## src/rtl/output_credit_unit_if.sv

```systemverilog
// -----------------------------------------------------------------------------
// output_credit_unit_if
// Bundle of the signals exchanged between an output_credit_unit and its
// surroundings (crossbar lane in, credit return in, registered link out,
// status out).
//
// Modports:
//   slave  - the output_credit_unit itself
//   master - whatever drives the lane/credits and observes the link
//
// Signals:
//   in_data / in_valid            crossbar lane flit, no backpressure
//   credit_in_valid / credit_in_vc credit returned by the downstream router
//   link_data / link_vc / link_valid registered flit towards downstream
//   vc_availability               one bit per downstream VC, set when credit != 0
//   fifo_count                    skid FIFO occupancy
//   overflow_err / credit_err     sticky error flags
// -----------------------------------------------------------------------------
`ifndef FLIT_DATA_WIDTH
`define FLIT_DATA_WIDTH 32
`endif

interface output_credit_unit_if #(
  parameter int NUM_VC     = 4,
  parameter int FIFO_DEPTH = 4,
  parameter int VC_BITS    = (NUM_VC > 1) ? $clog2(NUM_VC) : 1,
  parameter int CNT_BITS   = $clog2(FIFO_DEPTH + 1)
);

  logic [`FLIT_DATA_WIDTH-1:0] in_data;
  logic                        in_valid;
  logic                        credit_in_valid;
  logic [VC_BITS-1:0]          credit_in_vc;
  logic [`FLIT_DATA_WIDTH-1:0] link_data;
  logic [VC_BITS-1:0]          link_vc;
  logic                        link_valid;
  logic [NUM_VC-1:0]           vc_availability;
  logic [CNT_BITS-1:0]         fifo_count;
  logic                        overflow_err;
  logic                        credit_err;

  modport slave (
    input  in_data, in_valid, credit_in_valid, credit_in_vc,
    output link_data, link_vc, link_valid, vc_availability,
           fifo_count, overflow_err, credit_err
  );

  modport master (
    output in_data, in_valid, credit_in_valid, credit_in_vc,
    input  link_data, link_vc, link_valid, vc_availability,
           fifo_count, overflow_err, credit_err
  );

endinterface

```

## src/rtl/output_credit_unit.sv

```systemverilog
// -----------------------------------------------------------------------------
// output_credit_unit
// Per-output-port stage behind the router crossbar. Flits from one crossbar
// lane land in a small skid FIFO; the head is sent on the registered link to
// a downstream VC picked round-robin among VCs that still hold credits. The
// downstream router hands credits back one at a time on credit_in_*.
//
// Ports:
//   clk    - clock, all state changes on posedge
//   reset  - synchronous, active-high
//   bus    - output_credit_unit_if.slave (lane in, credit in, link out,
//            vc_availability, fifo_count, sticky overflow/credit errors)
//
// FIFO_DEPTH must be a power of two: head/tail wrap by natural overflow and
// the occupancy counter alone tells full from empty.
// -----------------------------------------------------------------------------
`ifndef FLIT_DATA_WIDTH
`define FLIT_DATA_WIDTH 32
`endif

module output_credit_unit #(
  parameter int NUM_VC     = 4,
  parameter int BUF_DEPTH  = 2,
  parameter int FIFO_DEPTH = 4
) (
  input  logic                   clk,
  input  logic                   reset,
  output_credit_unit_if.slave    bus
);

  localparam int VC_BITS     = (NUM_VC > 1) ? $clog2(NUM_VC) : 1;
  localparam int CREDIT_BITS = $clog2(BUF_DEPTH + 1);
  localparam int CNT_BITS    = $clog2(FIFO_DEPTH + 1);
  localparam int PTR_BITS    = (FIFO_DEPTH > 1) ? $clog2(FIFO_DEPTH) : 1;

  typedef logic [`FLIT_DATA_WIDTH-1:0] flit_t;

  // ---------------------------------------------------------------------------
  // State
  // ---------------------------------------------------------------------------
  flit_t                  fifo_mem [FIFO_DEPTH];
  logic [PTR_BITS-1:0]    head;
  logic [PTR_BITS-1:0]    tail;
  logic [CNT_BITS-1:0]    count;

  logic [CREDIT_BITS-1:0] credit [NUM_VC];
  logic [VC_BITS-1:0]     rr_ptr;

  flit_t                  link_data_q;
  logic [VC_BITS-1:0]     link_vc_q;
  logic                   link_valid_q;
  logic                   overflow_err_q;
  logic                   credit_err_q;

  // ---------------------------------------------------------------------------
  // Round-robin VC selection among VCs with credits
  // ---------------------------------------------------------------------------
  logic [VC_BITS:0]       scan_idx;
  logic [VC_BITS-1:0]     sel;
  logic                   sel_found;

  // Scan offsets from the far end back to rr_ptr so the last hit is the one
  // closest to rr_ptr, i.e. the first VC in round-robin order.
  always_comb begin
    sel       = '0;
    sel_found = 1'b0;
    scan_idx  = '0;
    for (int i = NUM_VC - 1; i >= 0; i--) begin
      scan_idx = {1'b0, rr_ptr} + (VC_BITS + 1)'(i);
      if (scan_idx >= (VC_BITS + 1)'(NUM_VC)) begin
        scan_idx = scan_idx - (VC_BITS + 1)'(NUM_VC);
      end
      if (credit[scan_idx[VC_BITS-1:0]] != '0) begin
        sel       = scan_idx[VC_BITS-1:0];
        sel_found = 1'b1;
      end
    end
  end

  logic [VC_BITS-1:0] sel_next;
  assign sel_next = (sel == VC_BITS'(NUM_VC - 1)) ? '0 : sel + VC_BITS'(1);

  // ---------------------------------------------------------------------------
  // FIFO push/pop decisions
  // ---------------------------------------------------------------------------
  logic fifo_empty;
  logic fifo_full;
  logic pop;
  logic push_ok;
  logic push_drop;
  logic [CNT_BITS-1:0] count_next;

  assign fifo_empty = (count == '0);
  assign fifo_full  = (count == CNT_BITS'(FIFO_DEPTH));
  assign pop        = !fifo_empty && sel_found;
  // A full FIFO still takes a flit when the head leaves on the same edge.
  assign push_ok    = bus.in_valid && (!fifo_full || pop);
  assign push_drop  = bus.in_valid && fifo_full && !pop;
  assign count_next = count + CNT_BITS'(push_ok) - CNT_BITS'(pop);

  // ---------------------------------------------------------------------------
  // Per-VC credit increment/decrement terms
  // ---------------------------------------------------------------------------
  logic [NUM_VC-1:0] credit_inc;
  logic [NUM_VC-1:0] credit_dec;
  logic [NUM_VC-1:0] credit_at_max;
  logic              credit_overrun;

  always_comb begin
    credit_inc    = '0;
    credit_dec    = '0;
    credit_at_max = '0;
    for (int v = 0; v < NUM_VC; v++) begin
      credit_inc[v]    = bus.credit_in_valid && (bus.credit_in_vc == VC_BITS'(v));
      credit_dec[v]    = pop && (sel == VC_BITS'(v));
      credit_at_max[v] = (credit[v] == CREDIT_BITS'(BUF_DEPTH));
    end
  end

  // A return matched by a same-VC dispatch nets out and is never an overrun.
  assign credit_overrun = |(credit_inc & ~credit_dec & credit_at_max);

  // ---------------------------------------------------------------------------
  // Sequential update
  // ---------------------------------------------------------------------------
  always_ff @(posedge clk) begin
    if (reset) begin
      head           <= '0;
      tail           <= '0;
      count          <= '0;
      rr_ptr         <= '0;
      link_data_q    <= '0;
      link_vc_q      <= '0;
      link_valid_q   <= 1'b0;
      overflow_err_q <= 1'b0;
      credit_err_q   <= 1'b0;
      for (int v = 0; v < NUM_VC; v++) begin
        credit[v] <= CREDIT_BITS'(BUF_DEPTH);
      end
    end else begin
      if (push_ok) begin
        fifo_mem[tail] <= bus.in_data;
        tail           <= tail + PTR_BITS'(1);
      end

      if (pop) begin
        head         <= head + PTR_BITS'(1);
        link_data_q  <= fifo_mem[head];
        link_vc_q    <= sel;
        link_valid_q <= 1'b1;
        rr_ptr       <= sel_next;
      end else begin
        link_valid_q <= 1'b0;
      end

      count <= count_next;

      for (int v = 0; v < NUM_VC; v++) begin
        if (credit_dec[v] && !credit_inc[v]) begin
          credit[v] <= credit[v] - CREDIT_BITS'(1);
        end else if (credit_inc[v] && !credit_dec[v] && !credit_at_max[v]) begin
          credit[v] <= credit[v] + CREDIT_BITS'(1);
        end
      end

      if (push_drop) begin
        overflow_err_q <= 1'b1;
      end
      if (credit_overrun) begin
        credit_err_q <= 1'b1;
      end
    end
  end

  // ---------------------------------------------------------------------------
  // Outputs
  // ---------------------------------------------------------------------------
  always_comb begin
    bus.vc_availability = '0;
    for (int v = 0; v < NUM_VC; v++) begin
      bus.vc_availability[v] = (credit[v] != '0);
    end
  end

  assign bus.link_data    = link_data_q;
  assign bus.link_vc      = link_vc_q;
  assign bus.link_valid   = link_valid_q;
  assign bus.fifo_count   = count;
  assign bus.overflow_err = overflow_err_q;
  assign bus.credit_err   = credit_err_q;

endmodule

```

## src/flat_wrapper.sv

```systemverilog
// flat-port wrapper written by rule: the top's interface ports become plain ports
module output_credit_unit_flat 
#(
  parameter int NUM_VC     = 4,
  parameter int BUF_DEPTH  = 2,
  parameter int FIFO_DEPTH = 4
)
  (clk, reset, bus_in_data, bus_in_valid, bus_credit_in_valid, bus_credit_in_vc, bus_link_data, bus_link_vc, bus_link_valid, bus_vc_availability, bus_fifo_count, bus_overflow_err, bus_credit_err);
  output_credit_unit_if #(.NUM_VC(NUM_VC), .FIFO_DEPTH(FIFO_DEPTH)) bus_i ();
  input  logic clk;
  input  logic reset;
  input wire logic [$bits(bus_i.in_data)-1:0] bus_in_data;
  input wire logic [$bits(bus_i.in_valid)-1:0] bus_in_valid;
  input wire logic [$bits(bus_i.credit_in_valid)-1:0] bus_credit_in_valid;
  input wire logic [$bits(bus_i.credit_in_vc)-1:0] bus_credit_in_vc;
  output wire logic [$bits(bus_i.link_data)-1:0] bus_link_data;
  output wire logic [$bits(bus_i.link_vc)-1:0] bus_link_vc;
  output wire logic [$bits(bus_i.link_valid)-1:0] bus_link_valid;
  output wire logic [$bits(bus_i.vc_availability)-1:0] bus_vc_availability;
  output wire logic [$bits(bus_i.fifo_count)-1:0] bus_fifo_count;
  output wire logic [$bits(bus_i.overflow_err)-1:0] bus_overflow_err;
  output wire logic [$bits(bus_i.credit_err)-1:0] bus_credit_err;
  assign bus_i.in_data = bus_in_data;
  assign bus_i.in_valid = bus_in_valid;
  assign bus_i.credit_in_valid = bus_credit_in_valid;
  assign bus_i.credit_in_vc = bus_credit_in_vc;
  assign bus_link_data = bus_i.link_data;
  assign bus_link_vc = bus_i.link_vc;
  assign bus_link_valid = bus_i.link_valid;
  assign bus_vc_availability = bus_i.vc_availability;
  assign bus_fifo_count = bus_i.fifo_count;
  assign bus_overflow_err = bus_i.overflow_err;
  assign bus_credit_err = bus_i.credit_err;
  output_credit_unit #(.NUM_VC(NUM_VC), .BUF_DEPTH(BUF_DEPTH), .FIFO_DEPTH(FIFO_DEPTH)) u_core (.clk(clk), .reset(reset), .bus(bus_i));
endmodule
```

## config.mk

```make
export PLATFORM = sky130hd
export DESIGN_NAME = output_credit_unit_flat
export DESIGN_NICKNAME = d
export VERILOG_FILES = /design/src/rtl/output_credit_unit_if.sv /design/src/rtl/output_credit_unit.sv /design/src/flat_wrapper.sv
export SDC_FILE = /design/constraint.sdc
export NUM_CORES = 1
export LEC_CHECK = 0
export ABC_AREA = 1
export CORE_ASPECT_RATIO = 1.25
export CORE_MARGIN = 2
export CORE_UTILIZATION = 35
export CTS_CLUSTER_DIAMETER = 150
export CTS_CLUSTER_SIZE = 30
export DETAILED_ROUTE_END_ITERATION = 8
export GPL_TIMING_DRIVEN = 0
export PLACE_DENSITY = 0.5
export SYNTH_ARGS = -nofsm -noshare
export SYNTH_HDL_FRONTEND = slang
export SYNTH_SLANG_ARGS = --single-unit
```

## constraint.sdc

```tcl
create_clock -name clk -period 3.6 [get_ports clk]
set_input_delay 0.72 -clock clk [delete_from_list [all_inputs] [get_ports clk]]
set_output_delay 0.72 -clock clk [all_outputs]
set_load 0.01 [all_outputs]
```

# ---- Yosys cells after proc, flatten, opt, wreduce, memory -nomap -nowiden
# Memories as Yosys holds them, arrays and structs flattened. A register that Yosys moved wholly into a read port is not among the register bits.
# Index checks and enable logic that the tools add are counted.
dict set report op_classes {
  add_sub_neg 20
  n_mul 0
  div_mod_pow 0
  order_cmp 4
  n_eq_ne 11
  n_shift 0
  mux 55
  n_bitwise 11
  reduce_logical 52
}
# cell n
set ops {}
lappend ops {{$mux 1} 38}
lappend ops {{$mux 2} 17}
lappend ops {{$logic_and 1x1->1} 24}
lappend ops {{$eq 2x2->1 const B} 8}
lappend ops {{$reduce_bool 2->1} 8}
lappend ops {{$sub 2x1->2 const B} 8}
lappend ops {{$logic_not 1->1} 15}
lappend ops {{$add 2x1->2 const B} 7}
lappend ops {{$ge 3x3->1 const B} 3}
lappend ops {{$and 4x4->4} 2}
lappend ops {{$or 1x1->1} 8}
lappend ops {{$add 2x2->3 const B} 2}
lappend ops {{$eq 2x1->1 const B} 2}
lappend ops {{$logic_not 2->1} 2}
lappend ops {{$not 4->4} 1}
lappend ops {{$reduce_or 4->1} 1}
lappend ops {{$add 2x1->3 const B} 1}
lappend ops {{$add 3x1->3} 1}
lappend ops {{$eq 3x3->1 const B} 1}
lappend ops {{$ge 2x3->1 const B} 1}
lappend ops {{$logic_not 3->1} 1}
lappend ops {{$sub 3x1->3} 1}
lappend ops {{$logic_or 1x1->1} 1}
dict set report word_totals {
  register_bits 14
  latch_bits 0
  mem_bits_rw 136
  romBits 0
  in_bits 38
  output_inout_bits 44
  wordCells 163
  mem_count 2
}
# name depth word_bits rd rd_clocked_by_memory_dff write_ports line
set memory_table {}
lappend memory_table {u_core.fifo_mem 4 32 1 1 1 output_credit_unit.sv:41} ;# flit_t fifo_mem [FIFO_DEPTH];
lappend memory_table {u_core.credit 4 2 8 0 4 output_credit_unit.sv:46} ;# logic [CREDIT_BITS-1:0] credit [NUM_VC];

# ---- Longest topological paths before layout
# Gate-level depths: netlist (run 1).
# An unclocked memory read counts as a cell.
dict set report logic_depth {
  word_depth 19
  ltp_mapped 18
  ltp_nobuf 18
}

# ---- Least setup slack after synthesis (run 1)
# OpenSTA, ideal clock, no wires.
dict set report synth_path {
  kind {input to register}
  startpoint {input reset}
  endpoint {memory u_core.fifo_mem[0][0] (netlist name), enable pin}
  setup_time_ns 0.421
  arrival_time_ns 2.779
  t_required_ns 3.179
  setup_slack_ns 0.399
  stages 5
  n_path_buf 2
  cell_sequence {clkbuf_1 > inv_1 > buf_1 > nand2_1 > nor2_1}
}
dict set report synth_between {
  elab_chain_len 2
}
# item line
set synth_lines {}
lappend synth_lines {{start: declaration} flat_wrapper.sv:11} ;# input logic reset;
lappend synth_lines {{$mux 1} output_credit_unit.sv:127} ;# if (reset) begin
lappend synth_lines {{$mux 1 (implied by the code)} output_credit_unit.sv:142} ;# fifo_mem[tail] <= bus.in_data;
lappend synth_lines {{end: declaration} output_credit_unit.sv:41}
# Every way passes these cells.

==> results.md, run 1 <==
- Num ports: 82
- Largest net degree at the start of global routing: 28
- Critical Path Start Type: flop
- Core footprint: 0.02082 mm^2
- Antenna violations before repair: 0
- Total Wirelength: 17.89 mm
- Synth cell types: 32
- R2r setup slk: 0.60 ns
- Pins Over Slew Limit: 0
- Die Wd: 134.0 um
- Clk_lat worst skew: 0.43 ns
- Register-to-Register Path Depth: 17
- Fmax: 0.3333 GHz
- DRT Pass-1 Iters: 5
- Hold Buf Count CTS: 0
- Setup tns final: 0 ns
- CTS sink cnt: 184
- Final Hold Vio Count: 0
- Tightest Hold Check Type: reg -> reg
- Final period utilization: 83.34%
- Nets: 825
- Tmin final: 3.000 ns
- Drt first-iter violations: 312
- Pleak: 3.311 nW
- Fraction of layout cells with a size suffix above 1: 8.767%
- DIE AREA: 0.02232 mm^2
- Status: completed
- Inserted Clock Buffers: 17
- ANT nets after route: 0
- Skew final: 0.01807 ns
- Ys Warns: 0
- DR vias: 5234
- DP HPWL: 11.72 mm
- FP Rows: 59
- Worst-Margin Slew: 0.6414 ns
- Cts repair resizes: 0
- Worst Path Arrival: 3.37 ns
- Vias in the first global route: 5286
- GR Overflow Total: 0
- Layout Area Growth over Synthesis: 25.34%
- Post-Synthesis Cells: 671
- Sequential area share after synthesis: 68.20%
- Critical path's largest stage delay: 0.43 ns
- Cell Pwr Density: 799.9 mW/mm^2
- GP Congestion: 0.8105
- Critical path depth in cells: 17
- H-tree depth: 4
- RSZ-0062 raised after global routing: false
- Via density: 4.933
- Seq cells post-synth: 184
- Max_slew headroom: 57.14%
- Synthesized Nets: 722
- Total track usage: 16.32%
- DP Area: 0.008666 mm^2
- CP cell instances: inv_1, nand2_1, nand2_1, nand3_1, nand2_1, nand3_4, nand2_8, inv_6, buf_2, ha_1, inv_1, ha_1, inv_1, fa_1, xor2_1, o21ai_0, a21oi_1
- Worst path slowest cell: edfxtp_1
- WL/cell: 16.87 um
- Clk slew on worst S/H paths: 0.08 ns
- Mapped cell area: 0.007397 mm^2
- CTS tree: yes
- CP max FO: 10
- First-pass GRT wire length: 27.76 mm
- Worst setup EP type: flop
- Crit Path Category: reg -> reg
- Avg Synthesized Cell Area: 11.02 um^2
- Max Cap Viol: 0
- Worst path required time: 3.97 ns
- DRC: 0
- CP Buf/Inv Count: 5
- Cell area after layout: 0.009271 mm^2
- Port-buffer cells: 80
- Initial core utilization: 35.53%
- Clock buffer depth: 2
- Die Y: 166.5 um
- CP top delay family: simple AND/OR/NAND/NOR gates
- Root Buffer: clkbuf_16
- N_diodes: 0
- Post-CTS Setup Bufs: 0
- Worst vdd ir: 0.0005110 V
- Hold path cells: 2
- Endpoints failing setup: 0
per-layer routing:
metal	global-route usage (%)	up-vias	routed length, um
met2	28.54	138	9119
met5	0	-	0
met3	3.105	25	664
li1	-	2540	-
met4	5.721	0	333
met1	20.11	2531	7777
path summary, 6_finish.rpt:
path,start,end
hold reg to reg,u_core.bus.overflow_err,u_core.bus.overflow_err
setup / recovery,u_core.credit[2][0],u_core.bus.fifo_count[2]
hold / removal,u_core.bus.overflow_err,u_core.bus.overflow_err
setup reg to reg,u_core.credit[2][0],u_core.bus.fifo_count[2]
kinds of logic after synthesis:
logic type,after synthesis,share of synthesized area (%)
simple gates,237,13.41
flops,184,68.20
compound gates,160,11.54
fa+ha+maj,13,2.300
xor+xnor,1,0.1184
buf+inv,76,4.432
where the power goes:
part | internal [mW] | leakage, nW | switching (mW) | total, mW
logic | 1.05 | 1.38 | 1.62 | 2.67
clock network | 1.00 | 0.295 | 0.893 | 1.89
registers | 2.65 | 1.63 | 0.210 | 2.86
total | 4.70 | 3.31 | 2.72 | 7.42
worst min-delay path: stages (launching register included):
cell and delay (ns):
dfxtp_1 0.33, a31oi_1 0.04, nor2_1 0.07
synthesized netlist by cell type:
| library cell | count | share of area, % |
|---|---|---|
| nor2_1 | 156 | 7.9 |
| edfxtp_1 | 136 | 55 |
| o21ai_0 | 68 | 4.6 |
| dfxtp_1 | 48 | 13 |
| nand2_1 | 47 | 2.4 |
| o21ai_1 | 42 | 2.8 |
| inv_1 | 37 | 1.9 |
| a31oi_1 | 33 | 2.8 |
| clkbuf_1 | 16 | 0.81 |
| nand3_1 | 14 | 0.95 |
| a21oi_1 | 13 | 0.88 |
| ha_1 | 12 | 2.0 |
| buf_1 | 8 | 0.41 |
| buf_2 | 6 | 0.41 |
| nor3_1 | 5 | 0.34 |
| buf_6 | 4 | 0.61 |
| inv_2 | 4 | 0.20 |
| nor2_2 | 4 | 0.34 |
| nand3_2 | 3 | 0.41 |
| nand2_2 | 2 | 0.17 |
| nand4_1 | 2 | 0.17 |
| a21oi_2 | 1 | 0.12 |
| fa_1 | 1 | 0.27 |
| inv_6 | 1 | 0.12 |
| nand2_8 | 1 | 0.27 |
| nand3_4 | 1 | 0.24 |
| nor2_4 | 1 | 0.15 |
| o21ai_2 | 1 | 0.12 |
| o21bai_1 | 1 | 0.10 |
| o22ai_1 | 1 | 0.085 |
| or2_1 | 1 | 0.085 |
| xor2_1 | 1 | 0.12 |
flip-flops by register name, summed over array words and instances (netlist names), named ones only:
name / flops
u_core.bus.link_data: 32
u_core.head: 2
u_core.tail: 2
u_core.bus.link_vc: 2
u_core.bus.fifo_count: 3
u_core.credit: 8
u_core.fifo_mem: 128
u_core.bus.credit_err: 1
u_core.bus.overflow_err: 1
u_core.bus.link_valid: 1
u_core.rr_ptr: 2
cell type report:
class / count / area, um^2
plain buffers: 34 / 165.2
clock buffers: 17 / 425.4
clock inverters: 15 / 180.2
fillers: 1968 / 11550
inverters: 42 / 162.7
multi-input cells: 411 / 2054
flip-flops and latches: 184 / 5045
well taps: 274 / 342.8
repair buffers: 84 / 895.9
cells in the final DEF, fill, tap and decap left out, drive strengths merged:
cell type        n
or2              1
nor2           161
o21ai          111
fa               1
nand4            2
a21oi           14
bufinv           1
ha              12
clkdlybuf4s50   80
clkbuf          33
nand3           18
clkinvlp         1
o21bai           1
buf             22
clkinv           4
dfxtp           48
o22ai            1
a31oi           33
nor3             5
inv             51
nand2           50
xor2             1
edfxtp         136
metrics by stage:
| stage | setup WS, ns | hold slack [ns] | util (%) | instances | power [mW] |
|---|---|---|---|---|---|
| floorplan | 0.3995 | 0.4840 | - | 671 | 4.444 |
| global placement | -1.440 | 0.4499 | 41.03 | 1025 | 5.531 |
| detailed placement | 0.3164 | 0.4644 | 41.63 | 1029 | 5.597 |
| CTS | 0.5729 | 0.4826 | 44.54 | 1061 | 7.489 |
| global route | 0.2511 | 0.5043 | 44.54 | 1061 | 7.887 |
| finish | 0.5998 | 0.4713 | 44.54 | 1061 | 7.416 |
Note: power is estimated with default switching activity, not from simulation.
==> inputs of run 2 (changes only) <==
clock period = 3 ns   (was 3.6 ns; I/O delays follow)
==> run 2 against run 1 <==
  * Non-clock buffer count rose by 4
  * Combinational power up 22%
  * Critical path depth is 1 lower
  * Sequential power increased by 20%
  * Total power up 21%
  * Hold slack barely moved
  * Setup slack lost 0.35 ns
  * Register-to-register slack worse by 0.35 ns
  * Final cell count is 0.38% higher
  * Via count is 0.25% lower
  * First-iteration DRC count is 14% higher
  * Count of clock-buffer cells in the layout unchanged
==> results.md, run 2 (synthesis gave the netlist of run 1 again) <==
- Biggest register: u_core.fifo_mem
- Multi-input logic area: 0.002069 mm^2
- Critical path's largest stage delay: 0.42 ns
- Layout Area Growth over Synthesis: 25.98%
- Vias in the first global route: 5291
- Critical Path Start Type: flop
- WL/cell: 16.78 um
- CP cell instances: inv_1, nand2_2, nand2_1, nand2_1, nor2_4, nand3_4, nand2_8, inv_6, ha_1, inv_1, ha_1, inv_1, fa_1, xor2_2, o21ai_0, a21oi_1
- Hold Buf Count CTS: 0
- Final period utilization: 91.82%
- Fraction of layout cells with a size suffix above 1: 9.735%
- GR Overflow Total: 0
- Total Wirelength: 17.88 mm
- Worst hold slack: 0.4714 ns
- Register area: 0.005045 mm^2
- CP Buf/Inv Count: 4
- Placed insts: 1029
- Die Wd: 134.0 um
- FP Rows: 59
- CP max FO: 18
- Max_slew headroom: 57.93%
- GP Congestion: 0.8105
- Tightest Hold Check Type: reg -> reg
- DIE AREA: 0.02232 mm^2
- Commonest cells after routing, fill and taps aside: 152 x nor2_1, 136 x edfxtp_1, 80 x clkdlybuf4s50_1
- Final Hold Vio Count: 0
- Crit Path Category: reg -> reg
- Worst-Margin Slew: 0.6296 ns
- Die Y: 166.5 um
- Worst setup EP type: flop
- H-tree depth: 4
- Via density: 4.902
- Finished Layout Cells: 1065
- Worst path required time: 3.32 ns
- Root Buffer: clkbuf_16
- Fill cell count: 1966
- Skew final: 0.01106 ns
- Most common cell after layout, fill and taps aside: nor2_1
- First-pass GRT wire length: 27.72 mm
- Num ports: 82
- Total track usage: 16.31%
- Cell Pwr Density: 961.2 mW/mm^2
- Tmin final: 2.755 ns
- Worst vdd ir: 0.0006185 V
- Clock buffer depth: 2
- Pleak: 3.334 nW
- Clk_lat worst skew: 0.43 ns
- N_diodes: 0
- Status: completed
- Max reg flops: 128
- Pins Over Slew Limit: 0
- Largest net degree at the start of global routing: 28
- Port-buffer cells: 80
- DRT Pass-1 Iters: 5
- CTS tree: yes
- Core footprint: 0.02082 mm^2
- CP top delay family: adder cells
- Worst Path Arrival: 3.08 ns
- Antenna violations before repair: 0
- Fmax: 0.3630 GHz
- ANT nets after route: 0
- DRC: 0
- Initial core utilization: 35.53%
- Setup tns final: 0 ns
- Max Cap Viol: 0
- Endpoints failing setup: 0
- Nets: 829
- Drt first-iter violations: 355
- CTS sink cnt: 184
- CP most frequent cell: inv_1
- Inserted Clock Buffers: 17
- Worst path slowest cell: edfxtp_1
- DR vias: 5221
- Clk slew on worst S/H paths: 0.08 ns
- DP HPWL: 11.72 mm
[run 2: timing repair]
action                     4_1_cts  5_1_grt
pin swaps                        0        2
setup endpoints to repair        1       56
buffers inserted                 0        5
gates resized for setup          1        3
[run 2: worst paths after layout]
check / endpoint / startpoint / slack [ns] / depth (start not counted)
worst min-delay path: u_core.bus.overflow_err / u_core.bus.overflow_err / 0.47 / 2
worst min register to register: u_core.bus.overflow_err / u_core.bus.overflow_err / 0.47 / 2
worst max-delay path: u_core.bus.fifo_count[2] / u_core.credit[2][0] / 0.25 / 16
worst max register to register: u_core.bus.fifo_count[2] / u_core.credit[2][0] / 0.25 / 16
[run 2: stage by stage]
step	setup slack, ns	util [%]	total power [mW]	area [um^2]
final	0.2454	44.77	8.957	9319
after global placement	-1.920	41.03	6.638	8541
after global routing	-0.01337	44.77	9.526	9319
after CTS	0.1747	44.52	8.980	9269
after detailed placement	-0.1636	41.63	6.716	8666
after floorplan	-0.1029	-	5.333	7397
[run 2: worst reg2reg max path: stages, from the launching register on]
cell and delay [ns]:
edfxtp_1 0.42, inv_1 0.11, nand2_2 0.11, nand2_1 0.08, nand2_1 0.08, nor2_4 0.16
nand3_4 0.15, nand2_8 0.15, inv_6 0.10, ha_1 0.28, inv_1 0.05, ha_1 0.13
inv_1 0.05, fa_1 0.40, xor2_2 0.17, o21ai_0 0.16, a21oi_1 0.05
[run 2: final cells by class]
cell class / count / share of cell area [%]
Sequential cell: 184 / 54.14
Multi-Input combinational cell: 411 / 22.21
Timing Repair Buffer: 89 / 10.02
Clock buffer: 17 / 4.565
Tap cell: 274 / 3.679
Clock inverter: 15 / 1.933
Inverter: 42 / 1.745
Buffer: 33 / 1.719
[run 2: where the power goes]
part | total, mW | switching (mW) | internal (mW)
logic | 3.25 | 1.96 | 1.30
registers | 3.43 | 0.253 | 3.18
clock network | 2.27 | 1.08 | 1.20
[run 2: metal layers]
layer / track usage (%) / up-vias / wire, um
met5: 0 / - / 0
met4: 5.858 / 0 / 319
met3: 3.135 / 23 / 720
met2: 28.52 / 126 / 9157
met1: 20.02 / 2525 / 7677
li1: - / 2547 / -
==> inputs of run 3 (changes only) <==
CAP_MARGIN = 20   (was not set)
HOLD_SLACK_MARGIN = 0.12   (was not set)
==> run 3 against run 2 <==
  * Maximum frequency shrank 0.60%
  * Clock power hardly changed
  * Global-route usage barely moved
  * Sequential share of layout area is essentially flat
  * Count of clock-buffer cells in the layout up 1
  * Total power is 0.11% higher
  * Sequential power about the same
  * Non-clock buffer count stayed put
  * First-iteration DRC count increased by 5.1%
==> results.md, run 3 (synthesis gave the netlist of run 1 again) <==
- DRC: 0
- WL/cell: 16.87 um
- Commonest cells after routing, fill and taps aside: 152 x nor2_1, 136 x edfxtp_1, 80 x clkdlybuf4s50_1
- Drt first-iter violations: 373
- Switching Share: 36.67%
- Max_slew headroom: 55.47%
- Tightest Hold Check Type: reg -> reg
- Vias in the first global route: 5259
- H-tree depth: 4
- Worst path required time: 3.32 ns
- Final Hold Vio Count: 0
- N_diodes: 0
- Net Switching: 3.289 mW
- Via density: 4.907
- Core footprint: 0.02082 mm^2
- Clock power frac: 25.4%
- DR vias: 5226
- CP max FO: 18
- Tmin final: 2.771 ns
- First-pass GRT wire length: 27.88 mm
- Layout Area Growth over Synthesis: 26.00%
- Cell area after layout: 0.009320 mm^2
- Post-place setup slack: -0.1370 ns
- Status: completed
- FP Rows: 59
- CTS tree: yes
- Skew final: 0.01230 ns
- Fmax: 0.3609 GHz
- GR Overflow Total: 0
- Port-buffer cells: 80
- CTS sink cnt: 184
- Combinational share of power: 36.4%
- Inserted Clock Buffers: 17
- Worst vdd ir: 0.0006286 V
- Most common cell after layout, fill and taps aside: nor2_1
- ANT nets after route: 0
- Largest net degree at the start of global routing: 28
- Num ports: 82
- Seq pwr share: 38.2%
- Endpoints failing setup: 0
- Worst-Margin Slew: 0.6679 ns
- Pins Over Slew Limit: 0
- Total Wirelength: 17.97 mm
- Clk_lat worst skew: 0.43 ns
- Hold Buf Count CTS: 0
- Worst Slack Setup Final: 0.2288 ns
- Cell Pwr Density: 962.2 mW/mm^2
- Critical Path Start Type: flop
- Initial core utilization: 35.53%
- Antenna violations before repair: 0
- Die Wd: 134.0 um
- Clock buffer depth: 2
- DRT Pass-1 Iters: 5
- Pleak: 3.333 nW
- GP Congestion: 0.8105
- Crit Path Category: reg -> reg
- Max Cap Viol: 0
- Clk slew on worst S/H paths: 0.08 ns
- DP Area: 0.008666 mm^2
- Worst setup EP type: flop
- P_int: 5.679 mW
- Max reg flops: 128
- Die Y: 166.5 um
- DIE AREA: 0.02232 mm^2
- Worst Path Arrival: 3.09 ns
- Biggest register: u_core.fifo_mem
- Root Buffer: clkbuf_16
- Fraction of layout cells with a size suffix above 1: 9.608%
- Final period utilization: 92.37%
- Total track usage: 16.33%
- DP HPWL: 11.76 mm
- Nets: 829
-- run 3: layer usage --
metal | share of wire (%) | wire (um) | track usage (%)
met5 | 0 | 0 | 0
met2 | 50 | 9049 | 28.34
met4 | 1.6 | 295 | 5.492
met1 | 45 | 8058 | 20.57
met3 | 3.1 | 563 | 2.861
-- run 3: power by group through the flow --
| stage | sequential [mW] | combinational, mW | clock, mW |
|---|---|---|---|
| after floorplan | 3.55 | 1.79 | 0 |
| after global placement | 3.49 | 3.15 | 0 |
| after detailed placement | 3.48 | 3.24 | 0 |
| after CTS | 3.43 | 3.24 | 2.31 |
| after global routing | 3.48 | 3.63 | 2.41 |
| final | 3.43 | 3.26 | 2.27 |
-- run 3: final cells by class --
cell class                      instances  area [um^2]
Multi-Input combinational cell        411         2069
Fill cell                            1964        11500
Sequential cell                       184         5045
Inverter                               42        162.7
Clock inverter                         14        177.7
Timing Repair Buffer                   89        933.4
Buffer                                 33        160.2
Tap cell                              274        342.8
Clock buffer                           18        429.2
-- run 3: path summary, 6_finish.rpt --
| check | depth (start not counted) | start | end | slack, ns |
|---|---|---|---|---|
| setup reg to reg | 16 | u_core.credit[2][0] | u_core.bus.fifo_count[2] | 0.23 |
| hold / removal | 2 | u_core.bus.overflow_err | u_core.bus.overflow_err | 0.47 |
| hold reg to reg | 2 | u_core.bus.overflow_err | u_core.bus.overflow_err | 0.47 |
| setup / recovery | 16 | u_core.credit[2][0] | u_core.bus.fifo_count[2] | 0.23 |
-- run 3: through the flow --
| stage | total power, mW | hold WS [ns] | setup TNS (ns) | utilization (%) | std cells |
|---|---|---|---|---|---|
| 3_3_place_gp | 6.638 | 0.4499 | -236.03 | 41.03 | 1025 |
| 2_1_floorplan | 5.333 | 0.4840 | -13.17 | - | 671 |
| 5_1_grt | 9.519 | 0.5043 | -0.006828 | 44.77 | 1065 |
| 4_1_cts | 8.986 | 0.4825 | 0 | 44.53 | 1060 |
| 3_5_place_dp | 6.720 | 0.4644 | -6.714 | 41.63 | 1029 |
| 6_report | 8.968 | 0.4712 | 0 | 44.77 | 1065 |
-- run 3: critical path: stages (launching register included) --
cell      delay [ns]
edfxtp_1        0.43
inv_1           0.11
nand2_2         0.11
nand2_1         0.07
nand2_1         0.08
nor2_4          0.17
nand3_4         0.16
nand2_8         0.15
inv_6           0.10
ha_1            0.28
inv_1           0.05
ha_1            0.14
inv_1           0.05
fa_1            0.39
xor2_2          0.17
o21ai_0         0.16
a21oi_1         0.05
-- run 3: what timing repair did --
item	in CTS	in global routing
endpoints found under the setup margin	1	52
setup buffers	0	5
pin swaps	0	1
gates resized for setup	1	3
